**config.mk**
```make
export PLATFORM = sky130hd
export DESIGN_NAME = mul_arbiter
export DESIGN_NICKNAME = d
export VERILOG_FILES = /design/src/rtl/mul_arbiter.sv
export SDC_FILE = /design/constraint.sdc
export NUM_CORES = 1
export LEC_CHECK = 0
export ABC_AREA = 1
export CAP_MARGIN = 20
export CORE_MARGIN = 2
export CORE_UTILIZATION = 35
export CTS_CLUSTER_DIAMETER = 40
export DETAILED_ROUTE_END_ITERATION = 7
export HOLD_SLACK_MARGIN = 0.03
export MAX_ROUTING_LAYER = met4
export PLACE_DENSITY = 0.74
export SLEW_MARGIN = 20
export SYNTH_ARGS = -nofsm -noshare
export SYNTH_HDL_FRONTEND = slang
export SYNTH_SLANG_ARGS = --single-unit
```
**constraint.sdc**
```tcl
create_clock -name clk -period 1.2 [get_ports clk]
set_input_delay 0.12 -clock clk [delete_from_list [all_inputs] [get_ports clk]]
set_output_delay 0.12 -clock clk [all_outputs]
set_load 0.01 [all_outputs]
```
**src/rtl/mul_arbiter.sv**
```systemverilog
// rtl/mul_arbiter.sv - round-robin sequencer sharing one fixed-latency multiplier between two requesters
module mul_arbiter #(
  parameter int WIDTH   = 16,
  parameter int MUL_LAT = 2
) (
  input  logic                 clk,
  input  logic                 rst,
  input  logic                 req0_valid,
  output logic                 req0_ready,
  input  logic [WIDTH-1:0]     req0_a,
  input  logic [WIDTH-1:0]     req0_b,
  input  logic                 req1_valid,
  output logic                 req1_ready,
  input  logic [WIDTH-1:0]     req1_a,
  input  logic [WIDTH-1:0]     req1_b,
  output logic                 rsp0_valid,
  input  logic                 rsp0_ready,
  output logic                 rsp1_valid,
  input  logic                 rsp1_ready,
  output logic [2*WIDTH-1:0]   rsp_result,
  output logic                 rsp_hi_nz,
  output logic [WIDTH-1:0]     mul_a,
  output logic [WIDTH-1:0]     mul_b,
  input  logic [2*WIDTH-1:0]   mul_result,
  output logic                 busy
);

  localparam int CW = (MUL_LAT > 0) ? $clog2(MUL_LAT + 1) : 1;

  typedef enum logic [1:0] {IDLE, WAIT, RESP} state_t;

  state_t         state;
  state_t         state_nx;
  logic [CW-1:0]  cnt;
  logic           owner;
  logic           last_grant;
  logic           grant;
  logic           accept;
  logic           rsp_hs;

  // Ties go to the requester that was not served last; a lone request always wins.
  always_comb begin
    grant = 1'b0;
    if (req0_valid && req1_valid) begin
      grant = ~last_grant;
    end else if (req1_valid) begin
      grant = 1'b1;
    end
  end

  assign accept = (state == IDLE) && (req0_valid || req1_valid);
  assign rsp_hs = (state == RESP) && (owner ? rsp1_ready : rsp0_ready);

  always_ff @(posedge clk) begin
    if (rst) begin
      state <= IDLE;
    end else begin
      state <= state_nx;
    end
  end

  always_comb begin
    state_nx = state;
    case (state)
      IDLE:    if (accept) state_nx = WAIT;
      WAIT:    if (cnt == '0) state_nx = RESP;
      RESP:    if (rsp_hs) state_nx = IDLE;
      default: state_nx = IDLE;
    endcase
  end

  always_comb begin
    req0_ready = (state == IDLE) && req0_valid && !grant;
    req1_ready = (state == IDLE) && req1_valid && grant;
    rsp0_valid = (state == RESP) && !owner;
    rsp1_valid = (state == RESP) && owner;
    busy       = (state != IDLE);
  end

  // Operands stay parked on mul_a/mul_b until the next accept so the multiplier sees them stable.
  always_ff @(posedge clk) begin
    if (rst) begin
      mul_a      <= '0;
      mul_b      <= '0;
      rsp_result <= '0;
      rsp_hi_nz  <= 1'b0;
      owner      <= 1'b0;
      last_grant <= 1'b1;
      cnt        <= '0;
    end else begin
      if (accept) begin
        mul_a      <= grant ? req1_a : req0_a;
        mul_b      <= grant ? req1_b : req0_b;
        owner      <= grant;
        last_grant <= grant;
        cnt        <= CW'(MUL_LAT);
      end
      if (state == WAIT) begin
        if (cnt != '0) begin
          cnt <= cnt - CW'(1);
        end else begin
          rsp_result <= mul_result;
          rsp_hi_nz  <= |mul_result[2*WIDTH-1:WIDTH];
        end
      end
    end
  end

endmodule

```
==> metrics.yaml <==
drt:
  vias_per_cell: 4.63
  vias: 3656
  drc: 0
  final_antenna_net_count: 0
  wl_per_cell_um: 14.2
  drt_first_pass_iters: 4
  drtIter0Drc: 116
  routed_wirelength_mm: 11.2
global_routing:
  grt_max_degree: 56
  grt_pass1_wl_mm: 16.6
  grt_overflow: 0
  antenna_found_initial: 0
  grt_pass1_vias: 3589
  grt_use_total: 0.217
timing:
  fin_crit_ns: 1.32
  finClkSkew_ns: 0.00700
  finalCritPeriodShare: 1.10
  worst_pin_slew_ns: 0.233
  final.setup.worst_slack_ns: -0.119
  drv_slew: 0
  setup_viol: 70
  relSlewSlack: 0.845
  fmax_mhz: 758
  rsz0062_at_grt: "true"
  finalHoldViolCount: 0
  setup_tns_ns: -4.36
power:
  vdd_drop_max_mv: 0.608
  swShare: 0.312
  pwr-share-clk: 0.286
  power_density_nw_per_um2: 1370
  p_comb_frac: 0.355
  power_frac_seq: 0.359
  switchingPower_mw: 2.53
  leakagePower_nw: 2.88
  internal_power_mw: 5.57
min_path:
  holdPathStages: 3
  hold_end: "rsp_result[30]"
  hold_path_class: "in -> reg"
  min_from: "mul_result[30]"
logic_synthesis:
  synth_area_per_cell_sq_um: 6.53
  synth_top_family_by_area: "simple AND/OR/NAND/NOR gates"
  synth_area_leader_cell: "dfxtp_1"
  syn-cell-area_sq_um: 3140
  ys_top_cells_by_area: "dfxtp_1, nor2_1, nand2_1, o21ai_0, inv_1"
  synthSimpleGateAreaFrac: 0.326
  syn_inst: 481
  synth_fa_ha_area_frac: 0
  synth.top_cell.area_share: 0.453
  synthXorXnorAreaFrac: 0
  synth-compound-area-share: 0.113
  yosysWarnings: 0
  yosysUniqueCellTypes: 18
  ys_seq_area_frac: 0.453
  synth_nets: 583
  synth_seq_cells: 71
  synthMuxAreaShare: 0
clock_network:
  clock-sinks: 71
  clk_pin_slew_ns: 0.08
  insertion_delay_ns: 0.33
  cts_tree: "done"
  cts_buffers: 9
  clock_path_buffers: 2
  cts_root_buf: "clkbuf_8"
  htree_levels: 3
outcome:
  violations: "setup timing"
  outcome: "finished with violations"
critical_path:
  reg2reg_from: "state[0]"
  path_class: "reg -> reg"
  crit_arrival_ns: 1.55
  slowest_delay_ns: 0.40
  timing.rr.end: "mul_b[1]"
  required_ns: 1.44
  crit_chain: "buf_6, nor2_4, o21ai_4, clkinv_4, buf_12, clkbuf_16, o21ai_1, nor2_1"
  cp_max_fo: 8
  rrSetupSlack_ns: -0.12
  worstRegToRegCells: 8
  critPathBufInv: 4
  critPathLaunchType: "flip-flop"
  cp-end-kind: "flip-flop"
  cp_slowest_cell: "dfxtp_4"
  crit_family: "buffers and inverters"
floorplanning:
  die_x_um: 98.7
  dieHeight_um: 98.7
  rows: 34
  start_util: 0.360
  dieArea_sq_um: 9740
  core_area_sq_um: 8720
  ioPinCount: 172
placement:
  place_area_sq_um: 5050
  dp.cells: 752
  post-place-ws_ns: -0.424
  port_buffers: 171
  place.gp.congestion: 0.849
  dp_hpwl_mm: 6.77
final_layout:
  drive_gt1_frac: 0.220
  utilization: 0.677
  fin_cells: 789
  final_area_sq_um: 5910
  fill_cells: 735
  seq_area_sq_um: 1430
  nets: 778
  multiInputGateArea_sq_um: 1710
  n_antenna_cell: 0
  area_growth_pct: 88.2
job:
  maxCapViolCount: 0
==> power by group through the flow <==
stage	Combinational, mW	Clock, mW	Sequential (mW)
final	2.88	2.32	2.91
after global routing	3.12	2.44	2.96
after CTS	2.54	2.33	2.87
after detailed placement	2.33	0	2.92
after global placement	2.29	0	2.90
after floorplan	0.923	0	3.05
==> area by class of cell <==
type	instances	area share
multi-input combinational	338	0.290
inverter	45	0.0299
sequential	71	0.242
tap	108	0.0229
timing repair buffer	211	0.375
clock buffer	10	0.0216
clock inverter	6	0.0184
==> synth_stat cells, drive strengths merged <==
master  count
nor3        1
inv        45
nor2      181
dfxtp      71
nand2      81
buf        16
o21ai      66
a21oi       4
clkbuf     11
nand3       5
==> placed cells by master (no fill, tap or decap), drive strengths merged <==
| cell | instances |
|---|---|
| clkdlybuf4s50 | 101 |
| a21oi | 4 |
| clkbuf | 14 |
| nand2 | 81 |
| nor2 | 181 |
| nand3 | 5 |
| dfxtp | 71 |
| clkinv | 4 |
| o21ai | 66 |
| nor3 | 1 |
| dlygate4sd2 | 64 |
| inv | 44 |
| buf | 40 |
| bufbuf | 1 |
| clkdlybuf4s15 | 1 |
| bufinv | 3 |
==> metal layers <==
layer / routed length, um / up-vias / GRT usage
li1: - / 1864 / -
met1: 4460 / 1619 / 0.240
met2: 5670 / 157 / 0.376
met3: 899 / 16 / 0.0624
met4: 189 / 0 / 0.0727
met5: 0 / - / -
==> metrics by stage <==
stage,power [mW],hold slack [ns]
5_1_grt,8.53,0.390
3_3_place_gp,5.19,0.450
6_report,8.11,0.397
4_1_cts,7.74,0.370
3_5_place_dp,5.24,0.472
2_1_floorplan,3.97,0.189
==> worst min-delay path, delay by kind of cell <==
family,cells,cell delay [ns]
buffers and inverters,2,0.51
AO/OA/AOI/OAI,1,0.05
==> worst max-delay path by stage <==
stage | start | endpoint | slack, ns | cells past startpoint
2_1_floorplan | state[1] | mul_a[12] | 0.08 | 8
3_3_place_gp | req0_valid | req0_ready | -0.45 | 6
3_5_place_dp | req0_valid | req0_ready | -0.42 | 6
4_1_cts | state[0] | mul_b[12] | -0.13 | 8
5_1_grt | state[1] | mul_b[3] | -0.19 | 8
6_report | state[0] | mul_b[1] | -0.12 | 8
==> kinds of logic after synthesis <==
kind of cell | count (synthesis)
compound gates | 70
simple gates | 268
flops | 71
buf+inv | 72
==> registers in the layout, indices dropped and copies added (netlist names) <==
| signal | count |
|---|---|
| cnt | 2 |
| last_grant | 1 |
| mul_a | 16 |
| mul_b | 16 |
| owner | 1 |
| rsp_hi_nz | 1 |
| rsp_result | 32 |
| state | 2 |
==> timing repair <==
item                                   CTS  global route
pin swaps                               14            22
setup endpoints to repair              135            72
setup buffers                           12             3
endpoints found under the hold margin    0             0
hold buffers                             0             0
gates resized for setup                155            99
gates cloned                             5             4
(Power assumes the default switching activity.)
